File: config.mk
export PLATFORM = sky130hd
export DESIGN_NAME = sevenseg_scan
export DESIGN_NICKNAME = d
export VERILOG_FILES = /design/src/rtl/sevenseg_pkg.sv /design/src/rtl/sevenseg_scan_hex7_decode.sv /design/src/rtl/sevenseg_scan.sv
export SDC_FILE = /design/constraint.sdc
export NUM_CORES = 1
export LEC_CHECK = 0
export CAP_MARGIN = 10
export CELL_PAD_IN_SITES_DETAIL_PLACEMENT = 0
export CELL_PAD_IN_SITES_GLOBAL_PLACEMENT = 1
export CORE_MARGIN = 10
export CORE_UTILIZATION = 52
export CTS_CLUSTER_DIAMETER = 60
export DETAILED_ROUTE_END_ITERATION = 10
export DONT_BUFFER_PORTS = 1
export PLACE_DENSITY = 0.82
export SKIP_LAST_GASP = 1
export SLEW_MARGIN = 10
export SYNTH_ARGS = -nofsm -noshare
export SYNTH_HDL_FRONTEND = slang
export SYNTH_SLANG_ARGS = --single-unit
File: constraint.sdc
create_clock -name clk -period 3.1 [get_ports clk]
set_input_delay 0.62 -clock clk [delete_from_list [all_inputs] [get_ports clk]]
set_output_delay 0.62 -clock clk [all_outputs]
set_load 0.03 [all_outputs]
File: src/rtl/sevenseg_pkg.sv
// Shared types and segment codes for the seven-segment scan driver.
// Segment order is {a,b,c,d,e,f,g}, active low.
package sevenseg_pkg;

    typedef logic [6:0] seg_t;

    typedef enum logic {
        PH_BLANK,
        PH_SHOW
    } phase_e;

    localparam seg_t SEG_BLANK = 7'b1111111;

    localparam seg_t SEG_0 = 7'b0000001;
    localparam seg_t SEG_1 = 7'b1001111;
    localparam seg_t SEG_2 = 7'b0010010;
    localparam seg_t SEG_3 = 7'b0000110;
    localparam seg_t SEG_4 = 7'b1001100;
    localparam seg_t SEG_5 = 7'b0100100;
    localparam seg_t SEG_6 = 7'b0100000;
    localparam seg_t SEG_7 = 7'b0001111;
    localparam seg_t SEG_8 = 7'b0000000;
    localparam seg_t SEG_9 = 7'b0001100;
    localparam seg_t SEG_A = 7'b0001000;
    localparam seg_t SEG_B = 7'b1100000;
    localparam seg_t SEG_C = 7'b0110001;
    localparam seg_t SEG_D = 7'b1000010;
    localparam seg_t SEG_E = 7'b0110000;
    localparam seg_t SEG_F = 7'b0111000;

endpackage

File: src/rtl/sevenseg_scan_hex7_decode.sv
// Combinational hex nibble to active-low seven-segment pattern.
module hex7_decode
    import sevenseg_pkg::*;
(
    input  logic [3:0] nib,
    output seg_t       seg
);

    always_comb begin
        seg = SEG_BLANK;
        unique case (nib)
            4'h0: seg = SEG_0;
            4'h1: seg = SEG_1;
            4'h2: seg = SEG_2;
            4'h3: seg = SEG_3;
            4'h4: seg = SEG_4;
            4'h5: seg = SEG_5;
            4'h6: seg = SEG_6;
            4'h7: seg = SEG_7;
            4'h8: seg = SEG_8;
            4'h9: seg = SEG_9;
            4'hA: seg = SEG_A;
            4'hB: seg = SEG_B;
            4'hC: seg = SEG_C;
            4'hD: seg = SEG_D;
            4'hE: seg = SEG_E;
            4'hF: seg = SEG_F;
        endcase
    end

endmodule

File: src/rtl/sevenseg_scan.sv
// Time-multiplexed N-digit seven-segment driver with per-frame input
// snapshot, inter-digit blanking, digit enables and leading-zero blanking.
module sevenseg_scan
    import sevenseg_pkg::*;
#(
    parameter int NUM_DIGITS   = 8,
    parameter int DIGIT_CYCLES = 100000,
    parameter int BLANK_CYCLES = 1000
) (
    input  logic                    clk,
    input  logic                    rst_n,
    input  logic [4*NUM_DIGITS-1:0] data,
    input  logic [NUM_DIGITS-1:0]   dp_in,
    input  logic [NUM_DIGITS-1:0]   digit_en,
    input  logic                    lz_suppress,
    output logic [NUM_DIGITS-1:0]   an,
    output seg_t                    segs,
    output logic                    dp,
    output logic                    frame_start
);

    localparam int CW = $clog2(DIGIT_CYCLES);
    localparam int IW = $clog2(NUM_DIGITS);

    logic [CW-1:0]           cnt_q, cnt_d;
    logic [IW-1:0]           idx_q, idx_d;
    logic                    first_q, first_d;
    logic [4*NUM_DIGITS-1:0] data_sh_q, data_sh_d;
    logic [NUM_DIGITS-1:0]   dp_sh_q, dp_sh_d;
    logic [NUM_DIGITS-1:0]   en_sh_q, en_sh_d;
    logic                    lz_sh_q, lz_sh_d;
    logic [NUM_DIGITS-1:0]   an_q, an_d;
    seg_t                    segs_q, segs_d;
    logic                    dp_q, dp_d;
    logic                    fs_q, fs_d;

    logic                    slot_end;
    logic                    wrap;
    logic                    capture;
    phase_e                  phase;
    logic [NUM_DIGITS-1:0]   supp;
    logic                    run;
    logic [3:0]              nib;
    seg_t                    dec_seg;

    assign nib = data_sh_q[{idx_q, 2'b00} +: 4];

    hex7_decode u_dec (
        .nib (nib),
        .seg (dec_seg)
    );

    // Counters and frame snapshot; the first edge out of reset only captures.
    always_comb begin
        slot_end  = (cnt_q == CW'(DIGIT_CYCLES - 1));
        wrap      = slot_end && (idx_q == IW'(NUM_DIGITS - 1));
        capture   = first_q || wrap;
        first_d   = 1'b0;
        cnt_d     = cnt_q;
        idx_d     = idx_q;
        data_sh_d = data_sh_q;
        dp_sh_d   = dp_sh_q;
        en_sh_d   = en_sh_q;
        lz_sh_d   = lz_sh_q;
        if (first_q) begin
            cnt_d = '0;
            idx_d = '0;
        end else if (slot_end) begin
            cnt_d = '0;
            idx_d = wrap ? '0 : idx_q + IW'(1);
        end else begin
            cnt_d = cnt_q + CW'(1);
        end
        if (capture) begin
            data_sh_d = data;
            dp_sh_d   = dp_in;
            en_sh_d   = digit_en;
            lz_sh_d   = lz_suppress;
        end
    end

    // Zero run from the most significant digit; digit 0 always shows.
    always_comb begin
        supp = '0;
        run  = lz_sh_q;
        for (int i = NUM_DIGITS - 1; i >= 1; i--) begin
            run     = run && (data_sh_q[4*i +: 4] == 4'h0);
            supp[i] = run;
        end
    end

    // A suppressed digit only lights its anode when it must show its dp.
    always_comb begin
        phase  = (cnt_q < CW'(BLANK_CYCLES)) ? PH_BLANK : PH_SHOW;
        an_d   = '1;
        segs_d = SEG_BLANK;
        dp_d   = 1'b1;
        fs_d   = capture;
        if (phase == PH_SHOW && en_sh_q[idx_q]) begin
            if (!supp[idx_q] || dp_sh_q[idx_q]) begin
                an_d[idx_q] = 1'b0;
            end
            segs_d = supp[idx_q] ? SEG_BLANK : dec_seg;
            dp_d   = ~dp_sh_q[idx_q];
        end
    end

    always_ff @(posedge clk or negedge rst_n) begin
        if (!rst_n) begin
            cnt_q     <= '0;
            idx_q     <= '0;
            first_q   <= 1'b1;
            data_sh_q <= '0;
            dp_sh_q   <= '0;
            en_sh_q   <= '0;
            lz_sh_q   <= 1'b0;
            an_q      <= '1;
            segs_q    <= SEG_BLANK;
            dp_q      <= 1'b1;
            fs_q      <= 1'b0;
        end else begin
            cnt_q     <= cnt_d;
            idx_q     <= idx_d;
            first_q   <= first_d;
            data_sh_q <= data_sh_d;
            dp_sh_q   <= dp_sh_d;
            en_sh_q   <= en_sh_d;
            lz_sh_q   <= lz_sh_d;
            an_q      <= an_d;
            segs_q    <= segs_d;
            dp_q      <= dp_d;
            fs_q      <= fs_d;
        end
    end

    assign an          = an_q;
    assign segs        = segs_q;
    assign dp          = dp_q;
    assign frame_start = fs_q;

endmodule

### Yosys cells after proc, flatten, opt, wreduce, memory -nomap -nowiden

Memories as Yosys holds them, arrays and structs flattened.
Cells that the tools add are included.

* output and inout port bits: 17
* input port bits: 51
* memories kept: 1
* register bits: 87
* word-level logic and storage cells: 62
* bits in read-only memories: 112

* multiplexer cells: 19
* equality and inequality tests: 2
* order comparisons: 3
* reduce and logical (&&, ||, !) cells: 21
* shift operators: 1
* add/subtract/negate cells: 2
* bitwise gates (word level): 2

Memory list
* (no name shown): words 16, width 7, rd ports 1, clocked after Yosys merged registers in 0, write ports 0, RTL line sevenseg_scan_hex7_decode.sv:11 `unique case (nib)`

Operator list (number)
* $mux W17: 2
* $shiftx A32 B6 Y4: 1
* $logic_not A4 Y1: 7
* $add A17 B1 Y17 const B: 1
* $eq A17 B17 Y1 const B: 1
* $lt A17 B10 Y1 const B: 1
* $mux W8: 2
* $mux W7: 2
* $logic_and A1 B1 Y1: 10
* $bmux W1 S3: 3
* $mux W3: 3
* $not A8 Y8: 1
* $mux W1: 6
* $lt A3 B4 Y1 const B: 1
* $add A3 B1 Y3 const B: 1
* $demux W1 S3: 1
* $eq A3 B3 Y1 const B: 1
* $ge A3 B1 Y1 const B: 1
* $logic_or A1 B1 Y1: 2
* $reduce_bool A2 Y1: 1
* $logic_not A1 Y1: 1
* $not A1 Y1: 1

### Longest topological paths before layout

Gate-level depths: netlist of the first run.

* word-level depth: 14
* gate-level depth with buffers: 11
* gate-level depth less buffers: 8

### Cells and area by module

From an unflattened synthesis of the first run, not the netlist that was laid out.

* cell total of the unflattened synthesis: 375
* area total of the unflattened synthesis: 4548.1 um^2

By module, submodules not included
* sevenseg_scan: seq. area each 2198.4 um^2, area an instance 4275.4 um^2, times used 1, cells an instance 338
* hex7_decode: seq. area each 0.0 um^2, area an instance 272.8 um^2, times used 1, cells an instance 37

### Worst setup path after synthesis of the first run

Ideal clock, no wire load.

* path type: register to register
* from: register idx_q[1]
* to: register segs_q[3], in the netlist segs[3]
* period minus slack after synthesis: 2425 ps
* required time: 3014 ps
* cell stages (with the launch flop): 10
* slack: 675 ps
* library setup time: 86 ps
* buffers on the path: 2
* arrival: 2339 ps
* cell sequence: dfrtp_1 buf_6 buf_6 mux4_2 mux2_2 inv_1 ha_1 nor4_1 a311o_1 o31ai_2

* cells in the longest elaborated chain, start to end: 4
* elaborated cells on any way between the ends: 9
* those cells by class: shift (1); mux (6); reduce/logical (1); memory (1)

RTL lines
* start: declaration: RTL line sevenseg_scan.sv:26 `logic [IW-1:0] idx_q, idx_d;`
* start signal: assignment: RTL line sevenseg_scan.sv:123 `idx_q <= idx_d;`
* $shiftx A32 B6 Y4 (tied with other cells): RTL line sevenseg_scan.sv:46 `assign nib = data_sh_q[{idx_q, 2'b00} +: 4];`
* $mem_v2 Z16 W7 (tied with other cells)
* $mux W7 or $logic_and A1 B1 Y1 (tied branches): RTL line sevenseg_scan.sv:103, sevenseg_scan.sv:99
* $mux W7 (*): RTL line sevenseg_scan.sv:99 `if (phase == PH_SHOW && en_sh_q[idx_q]) begin`
* net segs_d[3]: RTL line sevenseg_scan.sv:33 `seg_t segs_q, segs_d;`
* end signal: assignment: RTL line sevenseg_scan.sv:130 `segs_q <= segs_d;`
* end: declaration: RTL line sevenseg_scan.sv:33

The timed path passes the listed nets; every way through them passes the cells marked *. The select of a mux whose other input is x is not followed.
A chain may end at the register's enable or synchronous reset.

### Worst setup path in the final report of the first run

Ends and elaborated chain as after synthesis.

==> results of run 1 <==
==> worst paths after layout <==
kind	from	endpoint	slack [ns]	cells past startpoint
worst max-delay path	idx_q[1]	segs[3]	0.25	7
worst min-delay path	rst_n	an[0]	0.09	0
worst max register to register	idx_q[1]	segs[3]	0.25	7
worst min register to register	cnt_q[0]	cnt_q[0]	0.50	1
max in group asynchronous	rst_n	data_sh_q[9]	2.67	1
min in group clk	data[19]	data_sh_q[19]	0.39	1
==> registers in the layout, summed over array words and instances (netlist names) <==
signal	flops
an	8
cnt_q	17
data_sh_q	32
dp	1
dp_sh_q	8
en_sh_q	8
first_q	1
frame_start	1
idx_q	3
lz_sh_q	1
segs	7
==> stage by stage <==
step	hold slack [ns]	area (um2)	total power [mW]
after global placement	0.328	4480	1.52
after floorplan	0.324	4440	1.48
final	0.0934	4710	2.33
after global routing	0.0619	4710	2.43
after detailed placement	0.328	4480	1.52
after CTS	0.0761	4710	2.35
==> critical path, cell delays in order, from the launching register on <==
cell	delay, ns
dfrtp_1	0.75
mux4_2	0.57
mux2_2	0.32
inv_1	0.17
ha_1	0.32
nor4b_1	0.38
a311o_1	0.18
o31ai_2	0.07
==> cell families (layout without fill, tap and decap cells) <==
family                   Yosys count  after routing  share of synthesized area
AND/OR/NAND/NOR                   95             95                      0.112
flip-flops                        87             87                      0.496
multiplexers                      70             70                      0.237
AO/OA/AOI/OAI                     32             32                     0.0595
buffers and inverters             27             32                     0.0398
XOR/XNOR                          15             15                     0.0296
adder cells (fa/ha/maj)            9              9                     0.0254
other                              1              1                   0.000845
==> cell type report <==
class / instances / area [um2] / area share
Multi-Input combinational cell: 222 / 2060 / 0.438
Clock buffer: 11 / 141 / 0.0300
Sequential cell: 87 / 2200 / 0.467
Inverter: 9 / 33.8 / 0.00717
Timing Repair Buffer: 7 / 85.1 / 0.0181
Tap cell: 105 / 131 / 0.0279
Clock inverter: 5 / 58.8 / 0.0125
==> report_power, final <==
part,switching (mW),leakage (nW),internal (mW)
clock network,0.407,0.0955,0.395
logic,0.107,0.860,0.150
registers,0.0638,1.04,1.20
total,0.578,1.99,1.75
==> what timing repair did <==
item,4_1_cts,5_1_grt
buffers inserted,0,0
hold buffers,1,0
hold endpoints to repair,70,0
==> routing by layer <==
layer	vias to the layer above	part of all wire	GRT usage
met4	0	0.024	0.0677
met2	68	0.44	0.207
met5	-	0	0
met3	18	0.053	0.0431
met1	1273	0.48	0.198
li1	1214	-	-
==> placed cells by master, fill, tap and decap left out, drive strengths merged, types with 6 or more instances in the layout <==
master	count
mux4	8
xor2	6
mux2i	9
nand2	11
nor4	9
xnor2	9
dfrtp	70
o211ai	7
inv	9
ha	9
nor2	27
nand3	16
a21oi	7
dfstp	17
clkbuf	11
mux2	53
buf	7
==> results.py, run 1 <==
metrics = {
    "finish": {
        "layout.cells.non_filler": 446,
        "n_antenna_cell": 0,
        "postLayoutCoreUtil": 0.570,
        "final_nets": 396,
        "num-fill-cells": 689,
        "drive_above_1_share": 0.317,
        "area_growth_pct": 6.18,
    },
    "job": {
        "max_cap_violations": 0,
    },
    "synthesis": {
        "synth-edff-count": 0,
        "async_flop_share": 1.00,
        "synth_area_mm2": 0.00444,
        "netlist.area_leader.share": 0.395,
        "yosys_warnings": 0,
        "syn-instance-count": 336,
        "yosysTopAreaCell": "dfrtp_1",
        "yosysMostFrequentCell": "dfrtp_1",
        "synth_area_leaders": "dfrtp_1 (39%), mux2_4 (17%), dfstp_2 (10%)",
        "synth_area_per_cell_um2": 13.2,
        "syn-num-nets": 396,
        "synth_ff_type": "dfrtp_1",
        "ys_ff_latch": 87,
        "ys_top_cells_by_count": "dfrtp_1 (70), mux2_4 (49), nor2_1 (27)",
        "yosysSeqAreaShare": 0.496,
        "synth.distinct_cells": 51,
    },
    "clock_tree": {
        "numCtsBuffers": 9,
        "htree_num_levels": 3,
        "cts.sinks": 87,
        "clockBufferDepth": 2,
        "cts_resized": 0,
        "clkLatencyLatePin_ns": 0.36,
        "cts_root_buf": "clkbuf_8",
        "clk_pin_slew_ns": 0.09,
        "cts_tree": "done",
    },
    "placement": {
        "dpl.cell_count": 429,
        "port_buffers": 0,
        "post-place-ws_ns": 0.296,
        "hpwl_um": 6430,
        "gp_congestion": 0.843,
    },
    "sta": {
        "worst_slack_ns": 0.251,
        "finalCritPeriodShare": 0.919,
        "skew_ns": 0.0152,
        "rsz0062_at_grt": "no",
        "setup_viol": 0,
        "worst_pin_slew_ns": 0.626,
        "fmax_mhz": 351,
        "slew-limit-headroom": 0.583,
        "fin_crit_ns": 2.85,
        "hold_viol": 0,
        "slew_viol_final": 0,
        "fin_setup_tns_ns": 0,
    },
    "worst_setup_path": {
        "start_kind": "flip-flop",
        "critPathKind": "flip-flop to flip-flop",
        "crit_required_ns": 3.37,
        "critPathMaxFanout": 17,
        "critPathCaptureType": "flip-flop",
        "cp_data_arrival_time_ns": 3.12,
    },
    "floorplan": {
        "initial_core_util": 0.537,
        "die_w_um": 112,
        "dieArea_mm2": 0.0126,
        "rows": 33,
        "core_area_mm2": 0.00826,
        "die_h_um": 112,
        "ios": 68,
    },
    "drt": {
        "first_pass_iters": 4,
        "first_iter_violations": 158,
        "viasPerCell": 5.77,
        "ant_nets": 0,
        "drc": 0,
        "num_vias": 2573,
        "wl_um": 9000,
        "wire_per_inst_um": 20.2,
    },
    "global_routing": {
        "antenna_found_initial": 0,
        "track_usage": 0.145,
        "grt_pass1_wl_um": 14800,
        "grt_pass1_vias": 2671,
        "grt_max_degree": 71,
        "overflow": 0,
    },
    "status": {
        "status": "finished clean",
    },
    "min_path": {
        "hold_class": "input port to asynchronous set/reset pin",
    },
    "pwr": {
        "leakage_nw": 1.99,
        "p_per_area_mw_per_mm2": 494,
        "irDropWorstVdd_mv": 0.216,
    },
}
(Power assumes the default switching activity.)
==> run 2: changes to the inputs <==
- CELL_PAD_IN_SITES_DETAIL_PLACEMENT: 0 -> unset
- CELL_PAD_IN_SITES_GLOBAL_PLACEMENT: 1 -> unset
- CORE_MARGIN: 10 -> 2
- CORE_UTILIZATION: 52 -> 55
- PLACE_DENSITY: 0.82 -> 0.72
==> run 2 against run 1 <==
  * Clock power decreased by 4.4%
  * Final area unchanged
  * Via count increased by 1.1%
  * Die area decreased by 30%
  * Sequential power about the same
  * Non-clock buffer count increased by 2
  * Critical path depth unchanged
  * Clock skew about the same
  * Final cell count decreased by 0.22%
  * Core utilization increased by 3.6 points
  * Combinational power about the same
  * Wire length decreased by 5.9%
  * Largest cell class unchanged
==> results.py, run 2 (synthesis gave the netlist of run 1 again) <==
metrics = {
    "clock_tree": {
        "cts_tree": "done",
        "clkLatencyLatePin_ns": 0.35,
        "cts_resized": 0,
        "numCtsBuffers": 9,
        "htree_num_levels": 3,
        "cts_setup_buffers": 0,
        "clk_pin_slew_ns": 0.09,
        "cts_root_buf": "clkbuf_8",
        "clockBufferDepth": 2,
        "cts.sinks": 87,
        "ctsHoldBuffers": 1,
    },
    "floorplan": {
        "core_area_mm2": 0.00777,
        "die_h_um": 93.8,
        "die_w_um": 93.8,
        "dieArea_mm2": 0.00880,
        "initial_core_util": 0.571,
        "ios": 68,
        "rows": 32,
    },
    "finish": {
        "reg_top3": "data_sh_q (32), cnt_q (17)",
        "largest_reg_flops": 32,
        "largest-register": "data_sh_q",
        "layout_common_cells": "dfrtp_1 (70), mux2_4 (49), nor2_1 (27)",
        "n_antenna_cell": 0,
        "final_nets": 398,
        "area_growth_pct": 6.18,
        "final_common_cell": "dfrtp_1",
        "drive_above_1_share": 0.321,
    },
    "global_routing": {
        "grt_pass1_wl_um": 14000,
        "track_usage": 0.210,
        "overflow": 0,
        "grt_pass1_vias": 2632,
        "antenna_found_initial": 0,
        "grt_max_degree": 71,
    },
    "sta": {
        "fin_setup_tns_ns": 0,
        "finalCritPeriodShare": 0.803,
        "hold_viol": 0,
        "setup_viol": 0,
        "skew_ns": 0.0150,
        "fin_crit_ns": 2.49,
        "slew_viol_final": 0,
        "fmax_mhz": 402,
        "rsz0062_at_grt": "no",
    },
    "drt": {
        "num_vias": 2602,
        "first_iter_violations": 148,
        "wl_um": 8470,
        "wire_per_inst_um": 19.0,
        "viasPerCell": 5.85,
        "ant_nets": 0,
        "first_pass_iters": 5,
        "drc": 0,
    },
    "worst_setup_path": {
        "critPathCaptureType": "flip-flop",
        "critPathMaxFanout": 8,
        "start_kind": "flip-flop",
        "critPathBufInv": 1,
        "cp_cell_sequence": "mux4_2 -> mux2_2 -> inv_1 -> ha_1 -> nor4_1 -> a311o_1 -> o31ai_2",
        "crit_required_ns": 3.37,
        "slowest_stage": "mux4_2",
        "critPathKind": "flip-flop to flip-flop",
        "path_delay_family": "multiplexers",
        "critPathMaxStageDelay_ns": 0.53,
        "cp_data_arrival_time_ns": 2.76,
    },
    "pwr": {
        "seq_power_share": 0.553,
        "power.share.combinational": 0.112,
        "irDropWorstVdd_mv": 0.284,
        "swShare": 0.247,
        "total_power_mw": 2.29,
        "p_per_area_mw_per_mm2": 487,
        "p_int_mw": 1.73,
        "power.clock.fraction": 0.334,
        "leakage_nw": 2.01,
        "p_sw_uw": 567,
    },
    "status": {
        "status": "finished clean",
    },
    "placement": {
        "hpwl_um": 5950,
        "port_buffers": 0,
        "gp_congestion": 0.832,
    },
    "job": {
        "max_cap_violations": 0,
    },
    "min_path": {
        "hold_class": "input port to asynchronous set/reset pin",
    },
}
## run 2: area by class of cell
| class | instances | area (um2) |
|---|---|---|
| Fill cell | 618 | 3060 |
| Sequential cell | 87 | 2200 |
| Multi-Input combinational cell | 222 | 2060 |
| Clock buffer | 10 | 128 |
| Tap cell | 102 | 128 |
| Timing Repair Buffer | 9 | 100 |
| Clock inverter | 6 | 61.3 |
| Inverter | 9 | 33.8 |
## run 2: power by group through the flow
stage | Combinational, mW | Sequential [mW] | Clock (mW)
after global routing | 0.283 | 1.28 | 0.851
after global placement | 0.231 | 1.29 | 0
after floorplan | 0.215 | 1.26 | 0
after CTS | 0.260 | 1.27 | 0.789
final | 0.257 | 1.27 | 0.767
after detailed placement | 0.236 | 1.29 | 0
## run 2: final timing paths
kind	slack, ns	to	start	cells past startpoint
worst max-delay path	0.61	segs[3]	idx_q[1]	7
min in group clk	0.40	data_sh_q[22]	data[22]	1
worst min register to register	0.51	cnt_q[0]	cnt_q[0]	1
worst min-delay path	0.1	an[0]	rst_n	0
max in group asynchronous	2.66	data_sh_q[3]	rst_n	1
worst max register to register	0.61	segs[3]	idx_q[1]	7
## run 2: through the flow
stage | hold WS [ns] | utilization | setup WS, ns | cell area [um2] | cells
detailed placement | 0.328 | 0.578 | 0.624 | 4490 | 428
floorplan | 0.324 | - | 0.675 | 4440 | 336
global route | 0.0536 | 0.606 | 0.438 | 4710 | 445
global placement | 0.327 | 0.578 | 0.697 | 4490 | 428
CTS | 0.0825 | 0.606 | 0.608 | 4710 | 445
finish | 0.0974 | 0.606 | 0.611 | 4710 | 445
## run 2: per-layer routing
| layer | global-route usage | part of all wire | vias up |
|---|---|---|---|
| li1 | - | - | 1221 |
| met1 | 0.296 | 0.47 | 1307 |
| met2 | 0.313 | 0.47 | 70 |
| met3 | 0.0706 | 0.053 | 4 |
| met4 | 0.0592 | 0.0060 | 0 |
| met5 | 0 | 0 | - |
## run 2: worst reg2reg max path: cells and delay by family (launching register included)
family,cells,cell delay (ns)
multiplexers,2,0.86
AO/OA/AOI/OAI,2,0.57
buffers and inverters,1,0.16
flip-flops,1,0.50
adder cells (fa/ha/maj),1,0.25
AND/OR/NAND/NOR,1,0.08
==> run 3: changes to the inputs <==
- PLACE_DENSITY: 0.72 -> 0.75
- clock period: 3.1 -> 2.2 ns (I/O delays scaled with it)
==> run 3 against run 2 <==
  * The flow now finishes with violations (negative hold slack, negative setup slack)
  * Fmax grew 12%
  * Sequential share of layout area shrank 2.4 points
  * Flip-flop and latch count is the same
==> results.py, run 3 (synthesis gave the netlist of run 1 again) <==
metrics = {
    "placement": {
        "dpl.cell_count": 442,
        "placed_cell_area_mm2": 0.00464,
        "gp_congestion": 0.827,
        "post-place-ws_ns": -0.0344,
        "hpwl_um": 5930,
        "port_buffers": 0,
    },
    "clock_tree": {
        "cts_tree": "done",
        "clk_pin_slew_ns": 0.09,
        "htree_num_levels": 3,
        "numCtsBuffers": 9,
        "cts_root_buf": "clkbuf_8",
        "clkLatencyLatePin_ns": 0.36,
        "cts.sinks": 87,
        "clockBufferDepth": 2,
    },
    "pwr": {
        "p_per_area_mw_per_mm2": 708,
        "leakage_nw": 2.11,
        "total_power_mw": 3.52,
        "irDropWorstVdd_mv": 0.439,
    },
    "worst_setup_path": {
        "r2r.worst_path.cells": 7,
        "cp_data_arrival_time_ns": 2.49,
        "critPathCaptureType": "flip-flop",
        "start_kind": "flip-flop",
        "reg2reg_from": "idx_q[1]",
        "crit_required_ns": 2.48,
        "reg2reg_slack_ns": -0.02,
        "critPathMaxFanout": 6,
        "rr_endpoint": "segs[3]",
        "critPathKind": "flip-flop to flip-flop",
    },
    "sta": {
        "slew_viol_final": 0,
        "fin_setup_tns_ns": -0.0175,
        "slew-limit-headroom": 0.657,
        "skew_ns": 0.0110,
        "finalCritPeriodShare": 1.01,
        "fin_crit_ns": 2.22,
        "worst_pin_slew_ns": 0.512,
        "fmax_mhz": 451,
        "rsz0062_at_grt": "yes",
        "worst_slack_ns": -0.0175,
        "hold_viol": 87,
        "whs_ns": -0.236,
        "setup_viol": 1,
    },
    "finish": {
        "largest_reg_flops": 32,
        "layout.cells.non_filler": 461,
        "layout_common_cells": "dfrtp_1 (68), mux2_4 (51), nor2_1 (26)",
        "area_growth_pct": 12.1,
        "largest-register": "data_sh_q",
        "final_cell_area_mm2": 0.00497,
        "n_antenna_cell": 0,
        "postLayoutCoreUtil": 0.640,
        "num-fill-cells": 589,
        "drive_above_1_share": 0.379,
        "reg_top3": "data_sh_q (32), cnt_q (17)",
        "final_nets": 414,
        "final_common_cell": "dfrtp_1",
    },
    "drt": {
        "drc": 0,
        "wire_per_inst_um": 19.0,
        "num_vias": 2731,
        "first_iter_violations": 170,
        "ant_nets": 0,
        "first_pass_iters": 4,
        "viasPerCell": 5.92,
        "wl_um": 8740,
    },
    "job": {
        "max_cap_violations": 0,
    },
    "floorplan": {
        "die_w_um": 93.8,
        "ios": 68,
        "dieArea_mm2": 0.00880,
        "rows": 32,
        "initial_core_util": 0.571,
        "core_area_mm2": 0.00777,
        "die_h_um": 93.8,
    },
    "global_routing": {
        "grt_pass1_vias": 2784,
        "track_usage": 0.209,
        "antenna_found_initial": 0,
        "grt_max_degree": 88,
        "grt_pass1_wl_um": 14000,
        "overflow": 0,
    },
    "status": {
        "status": "finished, violations left",
        "violations": "negative hold slack, negative setup slack",
    },
    "min_path": {
        "hold_class": "input port to asynchronous set/reset pin",
    },
}
-- run 3: worst max-delay path by stage --
stage / from / endpoint / cells past startpoint / slack, ns
2_1_floorplan: idx_q[1] / segs[3] / 9 / -0.07
3_3_place_gp: idx_q[2] / segs[3] / 7 / 0.02
3_5_place_dp: idx_q[1] / segs[3] / 10 / -0.03
4_1_cts: idx_q[1] / segs[3] / 7 / 0.02
5_1_grt: idx_q[1] / segs[3] / 7 / -0.07
6_report: idx_q[1] / segs[3] / 7 / -0.02
-- run 3: what timing repair did --
action                                 in CTS  in global routing
gates resized for setup                     5                 10
pin swaps                                   0                  4
gates cloned                                0                  0
endpoints found under the hold margin      87                 87
buffers inserted                            1                  2
setup endpoints to repair                   2                  3
-- run 3: area by class of cell --
type	count	area, um2	share of cell area
multi-input cells	222	2150	0.433
inverters	9	36.3	0.00730
flip-flops and latches	87	2200	0.443
clock buffers	11	131	0.0264
repair buffers	25	216	0.0435
well taps	102	128	0.0257
clock inverters	5	106	0.0214
-- run 3: metal layers --
metal	wire, um	GRT usage	vias to the layer above
li1	-	-	1256
met1	4080	0.293	1383
met2	4050	0.310	76
met3	430	0.0522	16
met4	180	0.0882	0
met5	0	0	-
-- run 3: worst max-delay path: stages (launching register included) --
cell,delay (ns)
dfrtp_2,0.43
mux4_2,0.50
mux2_4,0.33
inv_4,0.07
ha_4,0.18
nor4b_4,0.06
a311o_1,0.34
o31ai_2,0.22
-- run 3: where the power goes --
group	switching [mW]	total [mW]	internal [mW]
Sequential	0.0925	1.79	1.70
Combinational	0.149	0.389	0.241
Clock	0.584	1.34	0.760
Total	0.826	3.52	2.70
